**config.mk**
```make
export PLATFORM = sky130hd
export DESIGN_NAME = seq_code_monitor
export DESIGN_NICKNAME = d
export VERILOG_FILES = /design/src/rtl/seq_code_monitor.sv
export SDC_FILE = /design/constraint.sdc
export NUM_CORES = 1
export LEC_CHECK = 0
export BUFFER_PORTS_ARGS = -buffer_cell sky130_fd_sc_hd__buf_4
export CAP_MARGIN = 5
export CELL_PAD_IN_SITES_DETAIL_PLACEMENT = 0
export CELL_PAD_IN_SITES_GLOBAL_PLACEMENT = 1
export CORE_ASPECT_RATIO = 0.6
export CORE_MARGIN = 4
export CORE_UTILIZATION = 46
export CTS_CLUSTER_SIZE = 14
export DETAILED_ROUTE_END_ITERATION = 6
export GPL_TIMING_DRIVEN = 0
export PLACE_DENSITY = 0.9
export SYNTH_ARGS = -nofsm -noshare
export SYNTH_HDL_FRONTEND = slang
export SYNTH_SLANG_ARGS = --single-unit
export TNS_END_PERCENT = 30
```
**constraint.sdc**
```tcl
create_clock -name Clk -period 5.7 [get_ports Clk]
set_input_delay 0.285 -clock Clk [delete_from_list [all_inputs] [get_ports Clk]]
set_output_delay 0.285 -clock Clk [all_outputs]
set_load 0.01 [all_outputs]
```
**src/rtl/seq_code_monitor.sv**
```systemverilog
// seq_code_monitor
// Watches the code stream of a free-running +1-per-clock sequencer. It
// acquires lock after LOCK_LEN consecutive correct steps and drops lock after
// LOSS_LEN consecutive bad steps. While locked it counts completed laps and
// bad steps; both counters saturate.
//
// Input handshake: valid-only, with no backpressure. code_in is consumed on a
// rising Clk edge exactly when code_valid is high. While code_valid is low,
// code_in is ignored and nothing changes except a pending clr_cnt.
//
// Debug visibility: mon_state carries the raw FSM state
// (HUNT=00, SYNC=01, LOCKED=10, SLIP=11).
module seq_code_monitor #(
    parameter int CODE_W   = 3,
    parameter int LOCK_LEN = 4,
    parameter int LOSS_LEN = 2,
    parameter int LAP_W    = 8,
    parameter int ERR_W    = 8
) (
    input  logic              Clk,
    input  logic              Reset,
    input  logic [CODE_W-1:0] code_in,
    input  logic              code_valid,
    input  logic              clr_cnt,
    output logic              locked,
    output logic              mismatch,
    output logic [LAP_W-1:0]  lap_count,
    output logic [ERR_W-1:0]  err_count,
    output logic [1:0]        mon_state,
    output logic [CODE_W-1:0] expected
);

    // FSM encoding matches the mon_state output directly.
    localparam logic [1:0] ST_HUNT   = 2'b00;
    localparam logic [1:0] ST_SYNC   = 2'b01;
    localparam logic [1:0] ST_LOCKED = 2'b10;
    localparam logic [1:0] ST_SLIP   = 2'b11;

    // Run-length counters are just wide enough to reach their targets.
    localparam int GOOD_W = $clog2(LOCK_LEN + 1);
    localparam int BAD_W  = $clog2(LOSS_LEN + 1);

    localparam logic [GOOD_W-1:0] GOOD_ONE    = GOOD_W'(1);
    localparam logic [GOOD_W-1:0] GOOD_TARGET = GOOD_W'(LOCK_LEN);
    localparam logic [BAD_W-1:0]  BAD_ONE     = BAD_W'(1);
    localparam logic [BAD_W-1:0]  BAD_TARGET  = BAD_W'(LOSS_LEN);
    localparam logic [CODE_W-1:0] CODE_ONE    = CODE_W'(1);
    localparam logic [LAP_W-1:0]  LAP_ONE     = LAP_W'(1);
    localparam logic [ERR_W-1:0]  ERR_ONE     = ERR_W'(1);

    // Registered state.
    logic [1:0]        state_q;
    logic [CODE_W-1:0] prev_q;
    logic [GOOD_W-1:0] good_q;
    logic [BAD_W-1:0]  bad_q;

    // Next-state values and per-sample events.
    logic [1:0]        state_d;
    logic [GOOD_W-1:0] good_d;
    logic [BAD_W-1:0]  bad_d;
    logic              mis_d;
    logic              err_inc;
    logic              lap_inc;

    // Step-check helpers.
    logic [CODE_W-1:0] prev_plus_one;
    logic              step_ok;
    logic [GOOD_W-1:0] good_inc;
    logic [BAD_W-1:0]  bad_inc;

    assign mon_state = state_q;

    // Work out the successor of the last accepted code and whether this sample matches it.
    always_comb begin
        prev_plus_one = prev_q + CODE_ONE;
        step_ok       = (code_in == prev_plus_one);
        good_inc      = good_q + GOOD_ONE;
        bad_inc       = bad_q + BAD_ONE;
    end

    // Next-state logic. Every decision is gated by a valid sample.
    always_comb begin
        state_d = state_q;
        good_d  = good_q;
        bad_d   = bad_q;
        mis_d   = 1'b0;
        err_inc = 1'b0;
        lap_inc = 1'b0;
        if (code_valid) begin
            case (state_q)
                ST_HUNT: begin
                    // The first sample only seeds prev_code; no comparison is made.
                    state_d = ST_SYNC;
                    good_d  = '0;
                    bad_d   = '0;
                end
                ST_SYNC: begin
                    if (step_ok) begin
                        if (good_inc == GOOD_TARGET) begin
                            state_d = ST_LOCKED;
                            good_d  = '0;
                        end else begin
                            good_d = good_inc;
                        end
                    end else begin
                        // Bad steps before lock are silent. They only restart the run.
                        good_d = '0;
                    end
                end
                ST_LOCKED: begin
                    if (step_ok) begin
                        lap_inc = (code_in == '0);
                    end else begin
                        mis_d   = 1'b1;
                        err_inc = 1'b1;
                        if (LOSS_LEN == 1) begin
                            state_d = ST_SYNC;
                            good_d  = '0;
                            bad_d   = '0;
                        end else begin
                            state_d = ST_SLIP;
                            bad_d   = BAD_ONE;
                        end
                    end
                end
                ST_SLIP: begin
                    if (step_ok) begin
                        // One correct step is enough to recover from a slip.
                        state_d = ST_LOCKED;
                        bad_d   = '0;
                        lap_inc = (code_in == '0);
                    end else begin
                        mis_d   = 1'b1;
                        err_inc = 1'b1;
                        if (bad_inc == BAD_TARGET) begin
                            state_d = ST_SYNC;
                            good_d  = '0;
                            bad_d   = '0;
                        end else begin
                            bad_d = bad_inc;
                        end
                    end
                end
                default: begin
                    state_d = ST_HUNT;
                end
            endcase
        end
    end

    // FSM, run counters, prev_code and the registered status outputs.
    always_ff @(posedge Clk or posedge Reset) begin
        if (Reset) begin
            state_q  <= ST_HUNT;
            prev_q   <= '0;
            good_q   <= '0;
            bad_q    <= '0;
            mismatch <= 1'b0;
            locked   <= 1'b0;
            expected <= '0;
        end else begin
            state_q  <= state_d;
            good_q   <= good_d;
            bad_q    <= bad_d;
            mismatch <= mis_d;
            locked   <= (state_d == ST_LOCKED) || (state_d == ST_SLIP);
            if (code_valid) begin
                prev_q   <= code_in;
                expected <= code_in + CODE_ONE;
            end
        end
    end

    // Lap counter. Clear beats increment. It saturates at all-ones.
    always_ff @(posedge Clk or posedge Reset) begin
        if (Reset) begin
            lap_count <= '0;
        end else if (clr_cnt) begin
            lap_count <= '0;
        end else if (lap_inc && (lap_count != '1)) begin
            lap_count <= lap_count + LAP_ONE;
        end
    end

    // Error counter. Clear beats increment. It saturates at all-ones.
    always_ff @(posedge Clk or posedge Reset) begin
        if (Reset) begin
            err_count <= '0;
        end else if (clr_cnt) begin
            err_count <= '0;
        end else if (err_inc && (err_count != '1)) begin
            err_count <= err_count + ERR_ONE;
        end
    end

endmodule

```
* Word level (Yosys, flattened, before mapping)
Index checks and enable logic that the tools add are counted.
** Storage, ports and cells
- Flip-flop bits (word level) :: 31
- Output and inout port bits :: 23
- Word-level logic and storage cells :: 66
** Cells by class
- Add/subtract/negate cells :: 6
- Equality and inequality tests :: 13
- Multiplexer cells :: 26
- Reductions and logical operators :: 12
** Operator list (number)
- two-way mux 8 bit :: 4
- two-way mux 2 bit :: 9
- adder 8 x 1 -> 8 bit, second input constant :: 2
- inequality test 8 bit, second input constant :: 2
- two-way mux 3 bit :: 4
- == test 2 bit, second input constant :: 5
- adder 3 x 1 -> 3 bit, second input constant :: 3
- case mux 3 bit (3 select lines) :: 1
- case mux 2 bit (4 select lines) :: 1
- two-way mux 1 bit :: 6
- inequality test 2 bit, second input constant :: 3
- case mux 2 bit (3 select lines) :: 1
- nonzero test 3 bit :: 2
- AND reduction 4 bit :: 1
- nonzero test 2 bit :: 2
- == test 3 bit :: 1
- == test 3 bit, second input constant :: 1
- logical NOT 3 bit :: 1
- AND reduction 3 bit :: 1
- adder 2 x 1 -> 2 bit, second input constant :: 1
- == test 2 x 1 -> 1 bit, second input constant :: 1
- logical AND 1 bit :: 2
- logical NOT 2 bit :: 1
- OR reduction 2 bit :: 1
- logical OR 1 bit :: 1

* Longest topological paths before layout
Gate-level depths: netlist of the first run.
- Depth after elaboration :: 8
- Mapped depth :: 7
- Depth with buffers taken out :: 7

* Worst setup path after synthesis of the first run
OpenSTA, ideal clock, no wires.
- Path type :: register to register
- From :: reg state_q[0] (netlist: mon_state[0])
- To :: reg lap_count[5]
- Library setup time :: 0.126 ns
- Arrival :: 1.789 ns
- Path slack :: 3.785 ns
- Cell stages (with the launch flop) :: 8
- Cell sequence :: dfrtp_1 > inv_1 > ha_1 > o21a_4 > o2111ai_1 > nor4_1 > xnor2_1 > nor2_1
** On the way
- Cells in the longest elaborated chain, start to end :: 6
- Elaborated cells between the ends (all ways) :: 7
- Those cells by class :: eq/ne (2); mux (2); reduce/logical (3)
** RTL lines
- from (decl) :: RTL line 52 : logic [1:0] state_q;
- from (signal assigned) :: RTL line 162 : state_q <= state_d;
- == test 2 bit :: RTL line 90 : case (state_q)
- OR reduction 2 bit (no line) (*)
- two-way mux 1 bit (*)
- two-way mux 1 bit (*) :: RTL line 89 : if (code_valid) begin
- logical AND 1 bit (*) :: RTL line 180 : end else if (lap_inc && (lap_count != '1)) begin
- nonzero test 2 bit (no line) (*)
- to (signal assigned) :: RTL line 181 : lap_count <= lap_count + LAP_ONE;
- to (decl) :: RTL line 27 : output logic [LAP_W-1:0] lap_count,
Every way passes the cells marked *; elsewhere a longest branch is shown, timed or not.
A chain may end at the register's enable or synchronous reset.

* Worst setup path in the final report of the first run
Ends and elaborated chain as after synthesis.

==> results of run 1 <==
[state kept, by name, indices dropped and copies added, names as in the netlist]
register	count
err_count	8
good_q	3
mismatch	1
lap_count	8
locked	1
expected	3
mon_state	2
prev_q	3
bad_q	2
[worst max path at each step]
stage	start	end	slack [ps]	cells after the start
6_report	mon_state[0]	lap_count[5]	3460	7
3_5_place_dp	mon_state[0]	lap_count[5]	3480	7
2_1_floorplan	mon_state[0]	lap_count[5]	3780	7
5_1_grt	mon_state[0]	lap_count[5]	3280	7
4_1_cts	mon_state[0]	lap_count[5]	3470	7
3_3_place_gp	mon_state[0]	lap_count[7]	3620	7
[through the flow]
| step | instances | total power (µW) |
|---|---|---|
| after CTS | 257 | 572 |
| after global routing | 259 | 599 |
| after detailed placement | 249 | 345 |
| after floorplan | 174 | 312 |
| after global placement | 249 | 340 |
| final | 259 | 569 |
[metal layers]
layer  share of wire  vias up  routed length, µm  track usage
li1                -      679                  -            -
met1            0.49      667               1910        0.248
met2            0.45       36               1760        0.254
met3           0.052        2                200       0.0503
met4          0.0031        0                 12       0.0350
met5               0        -                  0            0
[cell usage in the layout, fill, tap and decap left out, drive strengths merged, types with 3 or more instances in the layout]
cell	count
buf	31
nor3	4
clkbuf	8
nor2	19
xnor2	9
inv	11
and3	3
nand4	8
nand2b	4
nor4	3
nand3	9
ha	12
o21ai	6
nand2	9
a21oi	5
mux2	5
dfrtp	31
o22ai	4
xor2	8
[timing repair]
| action | CTS | global route |
|---|---|---|
| buffers inserted | 0 | 0 |
| gates resized for setup | 0 | 0 |
| endpoints found under the hold margin | 0 | 7 |
| hold buffers | 0 | 1 |
[cells by family after synthesis]
family,Yosys count,share of synthesized area
AND/OR/NAND/NOR,67,0.210
multiplexers,7,0.0435
adder cells (fa/ha/maj),12,0.0855
buffers and inverters,16,0.0363
flip-flops,31,0.442
XOR/XNOR,18,0.0977
AO/OA/AOI/OAI,23,0.0855
[worst max-delay path, delay by kind of cell, from the launching register on]
family | cells | cell delay (ps)
xor gates and xnor gates | 1 | 180
adders and majority gates | 1 | 310
buffers and inverters | 1 | 150
AOI/OAI and AO/OA | 2 | 530
DFF | 1 | 430
and+or+nand+nor | 2 | 520
[report_power, final]
group	switching, µW	internal (µW)
clock	83.7	141
combinational	58.7	45.6
sequential	9.88	230
[area by class of cell]
type	count	area (µm²)	share of cell area
clock buffer	6	82.6	0.0379
sequential	31	776	0.356
buffer	4	18.8	0.00861
tap	47	58.8	0.0270
timing repair buffer	30	248	0.114
inverter	12	45.0	0.0207
multi-input combinational	127	916	0.420
clock inverter	2	35.0	0.0161
==> impl_metrics.csv, run 1 <==
group,metric,value,unit
synth,synth_area_per_cell,10.1,µm²
global_route,grt_usage,0.171,
worst_hold_path,min_path_type,"input pin to flip-flop",
clock_tree,htree_levels,2,
critical_path,rr_worst_depth,7,
floorplan,coreArea,0.00368,mm²
layout,drive_gt1_frac,0.217,
drt,vias,1384,
sta,period_needed,2240,ps
global_route,first_global_vias,1402,
sta,hold_viol,0,
synth,ys_seq_elements,31,
critical_path,reg2reg_to,"lap_count[5]",
synth,yosysMostFrequentCell,"dfrtp_1",
synth,synth_area_leader_cell,"dfrtp_1",
pwr,pwr_density_cell,261,mW/mm²
floorplan,io_pins,30,
drt,drc_errors,0,
critical_path,crit_chain,"inv_1, ha_1, o21a_4, o2111ai_1, nor4_1, xnor2_1, nor2_1",
layout,utilization,0.592,
synth,synth_commonest_cells,"dfrtp_1, nor2_1, ha_1, inv_1",
synth,ys_seq_area_frac,0.442,
sta,fmax,446,MHz
layout,final_area,0.00218,mm²
worst_hold_path,min_path_cells,2,
drt,drtIter0Drc,70,
placed_design,dpl_cell_area,0.00202,mm²
placed_design,place_congestion,0.807,
clock_tree,cts-root-buf,"clkbuf_8",
synth,synthCells,174,
layout,fillers,314,
placed_design,preCtsSetupSlack,3480,ps
placed_design,dp_hpwl,2880,µm
placed_design,portBuffers,28,
sta,rsz0062_at_grt,"false",
global_route,grt_overflow,0,
layout,diodes,0,
drt,routedWlPerCell,15.0,µm
critical_path,crit_required,5860,ps
drt,final_antenna_net_count,0,
flow_run,maxCapViolCount,0,
floorplan,initial_core_util,0.477,
synth,syn_nets,193,
sta,worst_pin_slew,598,ps
clock_tree,clk_pin_slew_worst_paths,70,ps
worst_hold_path,hold_path_end,"prev_q[1]",
synth,synth_edf_count,0,
synth,yosysTopAreaCellShare,0.442,
sta,max-slew-margin-rel,0.601,
synth,ys_top_cells_by_area,"dfrtp_1, ha_1, xnor2_1",
floorplan,row_count,17,
clock_tree,numCtsBuffers,5,
critical_path,path_class,"flip-flop to flip-flop",
critical_path,worstPathMaxFanout,8,
critical_path,cp_slowest_cell,"nor4_1",
sta,fin_ws,3460,ps
clock_tree,clock_latency,280,ps
clock_tree,cts_buffer_depth,2,
drt,via_per_inst,5.34,
clock_tree,cts_tree,"done",
sta,finClkSkew,8.17,ps
drt,totalWireLength,3880,µm
pwr,p_leak,0.00102,µW
floorplan,die_x,87.8,µm
pwr,irDropWorstVdd,0.150,mV
synth,ys.flop_type,"dfrtp_1",
synth,synth_cell_types,36,
critical_path,r2r-start,"mon_state[0]",
global_route,grt_max_degree,32,
synth,async_flop_share,1.00,
synth,yosysWarnings,0,
synth,synthesis.area,0.00176,mm²
sta,hold_slack,283,ps
sta,maxSlewViolCount,0,
floorplan,dieArea,0.00490,mm²
run_status,status,"finished, final reports clean",
sta,fin_tns_setup,0,ps
floorplan,die_h,55.9,µm
drt,firstDrtPassIters,6,
critical_path,r2r_slack,3460,ps
critical_path,critPathMaxStageDelay,460,ps
critical_path,worst_setup_path_end_kind,"flip-flop",
critical_path,start_kind,"flip-flop",
worst_hold_path,min_from,"code_in[1]",
sta,period_share,0.394,
clock_tree,cts.sinks,31,
layout,final_nets,230,
layout,area_growth,24.2,%
global_route,antenna_found_initial,0,
global_route,grt_pass1_wl,6640,µm
sta,setup_viol,0,
critical_path,arrival,2400,ps
No activity file was read; power rests on OpenSTA's default activity.
==> run 2, diff against run 1 <==
- CORE_UTILIZATION: 46 -> 39
- PLACE_DENSITY: 0.9 -> 0.82
- clock period: 5.7 -> 1.9 ns (I/O delays scaled with it)
==> run 2 against run 1 <==
  * Clock skew is 4.1 ps lower
  * Largest cell class unchanged
  * Non-clock buffer count grew 5
  * Global-route usage fell by 2.9 points
==> impl_metrics.csv, run 2 (synthesis results as in run 1) <==
group,metric,value,unit
drt,final_antenna_net_count,0,
clock_tree,cts_buffer_depth,2,
critical_path,reg2reg_to,"lap_count[6]",
drt,firstDrtPassIters,4,
clock_tree,clk_pin_slew_worst_paths,70,ps
critical_path,worst_setup_path_end_kind,"flip-flop",
critical_path,path_class,"flip-flop to flip-flop",
pwr,p_leak,0.00108,µW
critical_path,rr_worst_depth,6,
pwr,power,1820,µW
critical_path,crit_chain,"buf_4, xor2_2, nand3_4, nor4_1, xnor2_1, nor2_1",
sta,hold_slack,95.3,ps
global_route,grt_overflow,0,
sta,period_needed,1800,ps
sta,max-slew-margin-rel,0.649,
global_route,first_global_vias,1274,
worst_hold_path,hold_path_end,"prev_q[2]",
placed_design,dpl_cell_area,0.00204,mm²
drt,totalWireLength,4010,µm
sta,hold_viol,0,
floorplan,row_count,18,
critical_path,critPathMaxStageDelay,430,ps
floorplan,coreArea,0.00421,mm²
critical_path,arrival,1960,ps
layout,fillers,333,
placed_design,dp_hpwl,2730,µm
sta,rsz0062_at_grt,"false",
critical_path,worstPathMaxFanout,5,
sta,fmax,556,MHz
layout,area_growth,35.9,%
floorplan,io_pins,30,
pwr,pwr_density_cell,763,mW/mm²
clock_tree,clock_latency,290,ps
placed_design,portBuffers,28,
drt,vias,1424,
sta,period_share,0.947,
layout,final_nets,236,
sta,maxSlewViolCount,0,
layout,final_cell_mix,"buf_4, dfrtp_1, nor2_1",
run_status,status,"finished, final reports clean",
layout,diodes,0,
sta,fin_ws,99.9,ps
clock_tree,cts-root-buf,"clkbuf_8",
drt,drtIter0Drc,56,
sta,finClkSkew,4.06,ps
critical_path,cp_slowest_cell,"dfrtp_2",
layout,largestRegisters,"err_count (8), lap_count (8)",
drt,routedWlPerCell,14.4,µm
sta,worst_pin_slew,527,ps
pwr,irDropWorstVdd,0.407,mV
worst_hold_path,min_from,"code_in[2]",
drt,drc_errors,0,
global_route,grt_pass1_wl,6170,µm
floorplan,die_h,60.0,µm
layout,drive_gt1_frac,0.321,
worst_hold_path,min_path_cells,2,
sta,setup_viol,0,
flow_run,maxCapViolCount,0,
placed_design,place_congestion,0.793,
clock_tree,cts_tree,"done",
clock_tree,cts.sinks,31,
layout,final_area,0.00239,mm²
global_route,grt_max_degree,32,
global_route,antenna_found_initial,0,
placed_design,preCtsSetupSlack,-290,ps
clock_tree,htree_levels,2,
floorplan,die_x,94.6,µm
layout,multi_input_comb_area,0.00105,mm²
critical_path,start_kind,"flip-flop",
global_route,grt_usage,0.143,
clock_tree,numCtsBuffers,5,
critical_path,crit_start,"prev_q[0]",
layout,layout_commonest_cell,"buf_4",
floorplan,dieArea,0.00567,mm²
critical_path,r2r_slack,100,ps
floorplan,initial_core_util,0.417,
drt,via_per_inst,5.12,
worst_hold_path,min_path_type,"input pin to flip-flop",
layout,utilization,0.567,
layout,regArea,778,µm²
critical_path,crit_required,2060,ps
critical_path,r2r-start,"prev_q[0]",
run 2: changes by cell type in the layout (fill, tap and decap cells not counted), sizes merged:
cell,before,now
nand3,9,10
buf,31,36
inv,11,12
clkinv,2,1
run 2: final cells by class:
type,instances,area share
Tap cell,60,0.0315
Clock buffer,6,0.0346
Buffer,4,0.00787
Sequential cell,31,0.326
Inverter,12,0.0189
Clock inverter,2,0.0147
Timing Repair Buffer,35,0.126
Multi-Input combinational cell,128,0.440
run 2: metrics by stage:
step,TNS (ps),instances
floorplan,-14.9,174
global placement,-1550,262
detailed placement,-1850,262
CTS,0,272
global route,0,278
finish,0,278
run 2: what timing repair did:
action | in CTS | in global routing
endpoints found under the hold margin | 0 | 8
cloned | 0 | 1
setup buffers | 2 | 3
hold buffers | 0 | 1
pin swaps | 2 | 8
setup endpoints to repair | 17 | 18
resized for setup | 6 | 18
run 2: worst max-delay path: cells and delay by family, from the launching register on:
| kind | cells | cell delay [ps] |
|---|---|---|
| AND/OR/NAND/NOR | 3 | 610 |
| flip-flops | 1 | 430 |
| buffers and inverters | 1 | 150 |
| XOR/XNOR | 2 | 490 |
run 2: report_power, final:
group | switching [µW] | internal, µW | leakage [µW]
logic | 219 | 192 | 0.000604
registers | 32.5 | 690 | 0.000414
clock network | 263 | 424 | 0.0000612
run 2: how the worst max path moves through the flow:
stage	to	slack, ps	depth (start not counted)
final	lap_count[6]	100	6
after global routing	good_q[0]	7	7
after CTS	lap_count[5]	20	6
after detailed placement	lap_count[5]	-290	7
after global placement	lap_count[5]	-300	7
after floorplan	lap_count[5]	-10	7
run 2: per-layer routing:
layer / wire length [µm] / vias up / global-route usage / part of all wire
li1: - / 696 / - / -
met1: 2140 / 686 / 0.217 / 0.53
met2: 1640 / 38 / 0.186 / 0.41
met3: 193 / 4 / 0.0428 / 0.048
met4: 39 / 0 / 0.0534 / 0.0097
met5: 0 / - / 0 / 0
